**config.mk**
```make
export PLATFORM = sky130hd
export DESIGN_NAME = apu_wb_scheduler
export DESIGN_NICKNAME = d
export VERILOG_FILES = /design/src/rtl/apu_wb_scheduler_pkg.sv /design/src/rtl/apu_wb_scheduler_tag.sv /design/src/rtl/apu_wb_scheduler.sv
export SDC_FILE = /design/constraint.sdc
export NUM_CORES = 1
export LEC_CHECK = 0
export ABC_AREA = 0
export CORE_MARGIN = 3
export CORE_UTILIZATION = 57
export CTS_CLUSTER_DIAMETER = 200
export CTS_CLUSTER_SIZE = 28
export DETAILED_ROUTE_END_ITERATION = 8
export GPL_ROUTABILITY_DRIVEN = 0
export PLACE_DENSITY = 0.82
export REMOVE_ABC_BUFFERS = 1
export SLEW_MARGIN = 5
export SYNTH_ARGS = -nofsm -noshare
export SYNTH_HDL_FRONTEND = slang
export SYNTH_SLANG_ARGS = --single-unit
```
**constraint.sdc**
```tcl
create_clock -name clk -period 3.72 [get_ports clk]
set_clock_uncertainty 0.15 [all_clocks]
set_input_delay 0.372 -clock clk [delete_from_list [all_inputs] [get_ports clk]]
set_output_delay 0.372 -clock clk [all_outputs]
set_load 0.03 [all_outputs]
```
**src/rtl/apu_wb_scheduler_pkg.sv**
```systemverilog
// Shared APU core definitions: op class encodings and the default
// per-class pipeline latency vector used by the writeback scheduler.
package apu_wb_scheduler_pkg;

    // Op class encodings as seen on the issue interface
    typedef enum logic [2:0] {
        APU_ADDSUB = 3'd0,
        APU_MULT   = 3'd1,
        APU_CAST   = 3'd2,
        APU_MAC    = 3'd3,
        APU_DIV    = 3'd4,
        APU_SQRT   = 3'd5
    } apu_class_e;

    localparam int APU_NUM_CLASSES = 6;
    localparam int APU_MAX_LAT     = 5;
    localparam int APU_LAT_W       = $clog2(APU_MAX_LAT + 1);

    // Class i latency sits at [i*APU_LAT_W +: APU_LAT_W]; class 0 is the LSB field.
    // SQRT=5, DIV=4, MAC=2, CAST=1, MULT=1, ADDSUB=1.
    localparam logic [APU_NUM_CLASSES*APU_LAT_W-1:0] APU_CLASS_LAT =
        {3'd5, 3'd4, 3'd2, 3'd1, 3'd1, 3'd1};

endpackage

```
**src/rtl/apu_wb_scheduler_tag.sv**
```systemverilog
// Compares one register tag against every reservation slot and returns
// a per-slot hit vector (bit k-1 corresponds to slot k).
module apu_tag_match #(
    parameter int MAX_LAT = 5,
    parameter int TAG_W   = 6
) (
    input  logic [TAG_W-1:0]         tag_i,
    input  logic [MAX_LAT-1:0]       valid_i,
    input  logic [MAX_LAT*TAG_W-1:0] rd_i,
    output logic [MAX_LAT-1:0]       hit_o
);

    // A slot hits when it holds a live reservation whose rd equals the tag
    always_comb begin
        hit_o = '0;
        for (int k = 0; k < MAX_LAT; k++) begin
            hit_o[k] = valid_i[k] && (rd_i[k*TAG_W +: TAG_W] == tag_i);
        end
    end

endmodule

```
**src/rtl/apu_wb_scheduler.sv**
```systemverilog
// Issue-side scheduler for the shared APU path. Keeps a shift table of
// writeback reservations, one slot per future cycle, and only accepts an
// op whose writeback slot is free and which cannot overtake an older write
// to the same destination. Also reports in-flight rd hazards for sources.
module apu_wb_scheduler
    import apu_wb_scheduler_pkg::*;
#(
    parameter int NUM_CLASSES = APU_NUM_CLASSES,
    parameter int MAX_LAT     = APU_MAX_LAT,
    parameter int TAG_W       = 6,
    parameter int NUM_RS      = 3,
    parameter logic [NUM_CLASSES*$clog2(MAX_LAT+1)-1:0] CLASS_LAT = APU_CLASS_LAT
) (
    input  logic                              clk,
    input  logic                              rst,
    input  logic                              issue_valid_i,
    input  logic [$clog2(NUM_CLASSES)-1:0]    issue_class_i,
    input  logic [TAG_W-1:0]                  issue_rd_i,
    output logic                              issue_ready_o,
    input  logic                              kill_i,
    input  logic [NUM_RS*TAG_W-1:0]           chk_rs_i,
    output logic [NUM_RS-1:0]                 chk_hazard_o,
    output logic                              wb_valid_o,
    output logic [TAG_W-1:0]                  wb_rd_o,
    output logic                              busy_o,
    output logic [$clog2(MAX_LAT+1)-1:0]      occupancy_o
);

    localparam int LAT_W   = $clog2(MAX_LAT + 1);
    localparam int CLASS_W = $clog2(NUM_CLASSES);

    // Every class latency has to fit in the table and be at least one cycle
    for (genvar i = 0; i < NUM_CLASSES; i++) begin : g_lat_chk
        if (int'(CLASS_LAT[i*LAT_W +: LAT_W]) < 1 ||
            int'(CLASS_LAT[i*LAT_W +: LAT_W]) > MAX_LAT) begin : g_bad_lat
            $error("apu_wb_scheduler: class latency out of range 1..MAX_LAT");
        end
    end

    // Slot k (1-based) lives at bit k-1; slot 1 writes back this cycle.
    // Invalid slots always carry rd=0, so wb_rd_o reads 0 when idle.
    logic [MAX_LAT-1:0]       valid_q, valid_d;
    logic [MAX_LAT*TAG_W-1:0] rd_q, rd_d;

    logic [LAT_W-1:0]   lat;
    logic               class_ok;
    logic               port_free;
    logic               waw_clear;
    logic               accept;
    logic [MAX_LAT-1:0] waw_hit;
    logic [LAT_W-1:0]   occ;

    // Look up the latency of the requested class and reject unknown encodings
    always_comb begin
        lat      = '0;
        class_ok = ({1'b0, issue_class_i} < (CLASS_W+1)'(NUM_CLASSES));
        for (int i = 0; i < NUM_CLASSES; i++) begin
            if ({1'b0, issue_class_i} == (CLASS_W+1)'(i)) begin
                lat = CLASS_LAT[i*LAT_W +: LAT_W];
            end
        end
    end

    apu_tag_match #(
        .MAX_LAT (MAX_LAT),
        .TAG_W   (TAG_W)
    ) u_waw_match (
        .tag_i   (issue_rd_i),
        .valid_i (valid_q),
        .rd_i    (rd_q),
        .hit_o   (waw_hit)
    );

    // Writeback-port collision looks at slot L+1 (which shifts into slot L);
    // WAW ordering forbids any same-rd reservation landing later than slot L+1
    always_comb begin
        port_free = 1'b1;
        waw_clear = 1'b1;
        for (int k = 1; k <= MAX_LAT; k++) begin
            if (k == int'(lat) + 1 && valid_q[k-1]) begin
                port_free = 1'b0;
            end
            if (k > int'(lat) + 1 && waw_hit[k-1]) begin
                waw_clear = 1'b0;
            end
        end
        accept = issue_valid_i && class_ok && !kill_i && port_free && waw_clear;
    end

    assign issue_ready_o = accept;

    // Advance the table by one slot, insert the accepted op, or flush on kill
    always_comb begin
        valid_d = valid_q >> 1;
        rd_d    = rd_q >> TAG_W;
        if (kill_i) begin
            valid_d = '0;
            rd_d    = '0;
        end else begin
            for (int k = 0; k < MAX_LAT; k++) begin
                if (accept && k == int'(lat) - 1) begin
                    valid_d[k]               = 1'b1;
                    rd_d[k*TAG_W +: TAG_W]   = issue_rd_i;
                end
            end
        end
    end

    // Reservation table register; reset drops every pending writeback
    always_ff @(posedge clk or posedge rst) begin
        if (rst) begin
            valid_q <= '0;
            rd_q    <= '0;
        end else begin
            valid_q <= valid_d;
            rd_q    <= rd_d;
        end
    end

    // Source hazard ports: any live reservation writing that tag is a hazard
    for (genvar i = 0; i < NUM_RS; i++) begin : g_rs
        logic [MAX_LAT-1:0] hit;

        apu_tag_match #(
            .MAX_LAT (MAX_LAT),
            .TAG_W   (TAG_W)
        ) u_rs_match (
            .tag_i   (chk_rs_i[i*TAG_W +: TAG_W]),
            .valid_i (valid_q),
            .rd_i    (rd_q),
            .hit_o   (hit)
        );

        assign chk_hazard_o[i] = |hit;
    end

    // Count live reservations for occupancy and busy reporting
    always_comb begin
        occ = '0;
        for (int k = 0; k < MAX_LAT; k++) begin
            if (valid_q[k]) begin
                occ = occ + LAT_W'(1);
            end
        end
    end

    assign occupancy_o = occ;
    assign busy_o      = (occ != '0);
    assign wb_valid_o  = valid_q[0];
    assign wb_rd_o     = rd_q[TAG_W-1:0];

endmodule

```
==> metrics <==
hold slack final around 180 ps; clock sink total 35; yosys warns 0; IO Port Bufs 45; Clk Latency, worst-skew pair 300 ps; Final Worst Setup Slack slightly below 60 ps; CP Capture Type output pin; Static Leak 0.001777 uW; crit start category flop; TritonCTS clock tree yes; total CTS buffers 5; status complete, no violations; top_reg_cell synth dfrtp_1; Multi-input gate area approximately 0.0024 mm2; Adder-Cell Fraction of Synth Area 2.757%; async set or reset register ratio after synthesis between 90% and 100%; commonest non-fill, non-tap cells in the layout xnor2_1 (68), xor2_1 (56), clkdlybuf4s50_1 (42); initial antenna violation count 0; pins over their slew limit 0; Mapped Cells 423; P per Cell Area about 220 mW/mm2; largest net degree at the start of global routing 28; Longest Clk Path Bufs 2; post-CTS setup buffer count 0; layout net count between 400 and 500; Hold Violations, Final 0; worst-margin pin slew approximately 630 ps; hold crit path type input port to async pin; drt drc 0; # setup viols final 0; Setup WS pre-CTS roughly 110 ps; Die Y 85.82 um; Syn Area/Cell between 8 and 9 um2; CP max stage cell dfrtp_1; Vias/cell 6.442; Synth Area in XOR/XNOR a little under a third; Area growth syn-to-layout 11.27%; n_diodes 0; period utilization between 90% and 100%; DR pass1 iterations 7; relative slew slack about 60%; f_max between 200 and 300 MHz; sequential share of the synthesized area around a quarter; count of different cell masters after synthesis 45; Peak supply drop ~0.14 mV; Fill cells between 400 and 500; htree depth 2; total gr overflow 0; # IOs 46; post-synthesis compound-gate area fraction under 10%; Seq cells post-synth 35; Final ANT Viol Nets 0; DRT Wirelength around 10000 um; Post-Synth Simple-Gate Area between 10% and 20%; Req. time, crit path roughly 3200 ps; CTS clk-pin slew, worst paths about 80 ps; Iteration-0 DRC Markers between 300 and 400; Placement Rows 28; layout cell share with drive strength beyond 1 under 10%; commonest non-fill, non-tap cell in the layout xnor2_1; setup TNS 0 ps; crit path DAT about 3100 ps; area of the core between 0.006 and 0.007 mm2; max-cap viol count 0; cell mode on critical path ha_1; mux share of post-synthesis cell area 5.961%; Tot GR Track Use between 20% and 30%; Post-synth EDFFs 0; Die Area about 0.0074 mm2; clk root buf clkbuf_8; CP cell instances buf_4 > ha_1 > nor2_1 > a21oi_1 > ha_1 > mux2_2 > ha_1 > mux2_2 > or3_1 > dlygate4sd2_1; Final Core Density roughly two thirds; vias in the first global route about 3300; vias 3189; area of the mapped netlist 0.003631 mm2; crit path kind flop to output pin; Initial Util 59.91%; per-cell routed wire length 21.08 um; global-route wire length before repair 16690 um; CTS Hold Bufs 0; Worst Path Max Fanout 4; Largest stage delay, worst path around 390 ps; minimum clock period between 3000 and 4000 ps; Reg area slightly below 900 um2; dominant combinational cell family by area after synthesis XOR/XNOR gates; Die Wd 85.82 um; HPWL after DPL slightly below 8000 um
==> sequential cells by signal, summed over array words and instances (netlist names) <==
| name | count |
|---|---|
| rd_q | 30 |
| valid_q | 5 |
==> repair_timing <==
item	in CTS	in global routing
setup endpoints to repair	1	3
pin swaps	0	0
resized for setup	1	3
==> cell type report <==
cell class	instances	area share (%)
sequential	35	21.68
multi-input combinational	305	59.09
clock buffer	5	1.703
tap	75	2.323
inverter	17	1.579
clock inverter	2	0.3407
timing repair buffer	56	13.29
==> synth_stat cells, types with 3 or more instances <==
master	count	area share, %
inv_1	16	1.7
dfrtp_1	35	24
nand2b_1	3	0.52
a32oi_1	6	1.4
o21ai_0	6	0.83
nor3b_1	6	1.2
nand4_1	21	3.6
ha_1	8	2.8
mux2i_1	18	5.0
a21oi_1	4	0.55
xnor2_1	68	16
nand3_1	18	2.5
nor2_1	11	1.1
xor2_1	57	14
nor3_1	8	1.1
buf_2	23	3.2
buf_4	7	1.4
and2_1	9	1.6
nor4_1	15	2.6
clkbuf_1	32	3.3
nand2_1	18	1.9
==> report_power, final <==
group          leakage (uW)  switching (uW)  total, uW  internal, uW
Sequential         0.000488            9.23        393           384
Clock             0.0000440             146        274           128
Combinational       0.00125             121        213          92.2
Total               0.00178             277        881           604
==> critical path: cells and delay by family, from the launching register on <==
kind,cells,cell delay [ps]
flops,1,390
fa+ha+maj,3,830
mux,2,560
buf+inv,2,520
simple gates,2,460
compound gates,1,80
==> path summary, 6_finish.rpt <==
path,endpoint,cells past startpoint,start,slack (ps)
worst max-delay path,busy_o,10,valid_q[0],60
worst min-delay path,rd_q[29],2,rst,180
worst max register to register,rd_q[10],7,valid_q[3],1130
worst min register to register,valid_q[0],2,valid_q[1],440
max in group asynchronous,valid_q[1],3,rst,2540
min in group clk,valid_q[0],2,valid_q[1],440
==> routing by layer <==
layer	global-route usage (%)	vias up	share of wire, %
met5	0	-	0
met4	15.83	0	5.5
met3	4.515	53	9.3
met2	45.62	201	46
met1	38.14	1535	39
li1	-	1400	-
==> cells by family (layout without fill, tap and decap cells) <==
logic type / count (synthesis) / count (layout)
simple gates: 124 / 124
flops: 35 / 35
buf+inv: 83 / 80
fa+ha+maj: 8 / 8
xor+xnor: 125 / 125
compound gates: 27 / 27
mux: 21 / 21
==> stage by stage <==
step                std cells  cell area (um2)  power, uW
global route              495             4040      913.6
global placement          488             3946      603.6
detailed placement        488             3946      610.2
CTS                       495             4028      876.9
finish                    495             4040      880.7
floorplan                 357             3319      505.7
Note: power is estimated with default switching activity, not from simulation.
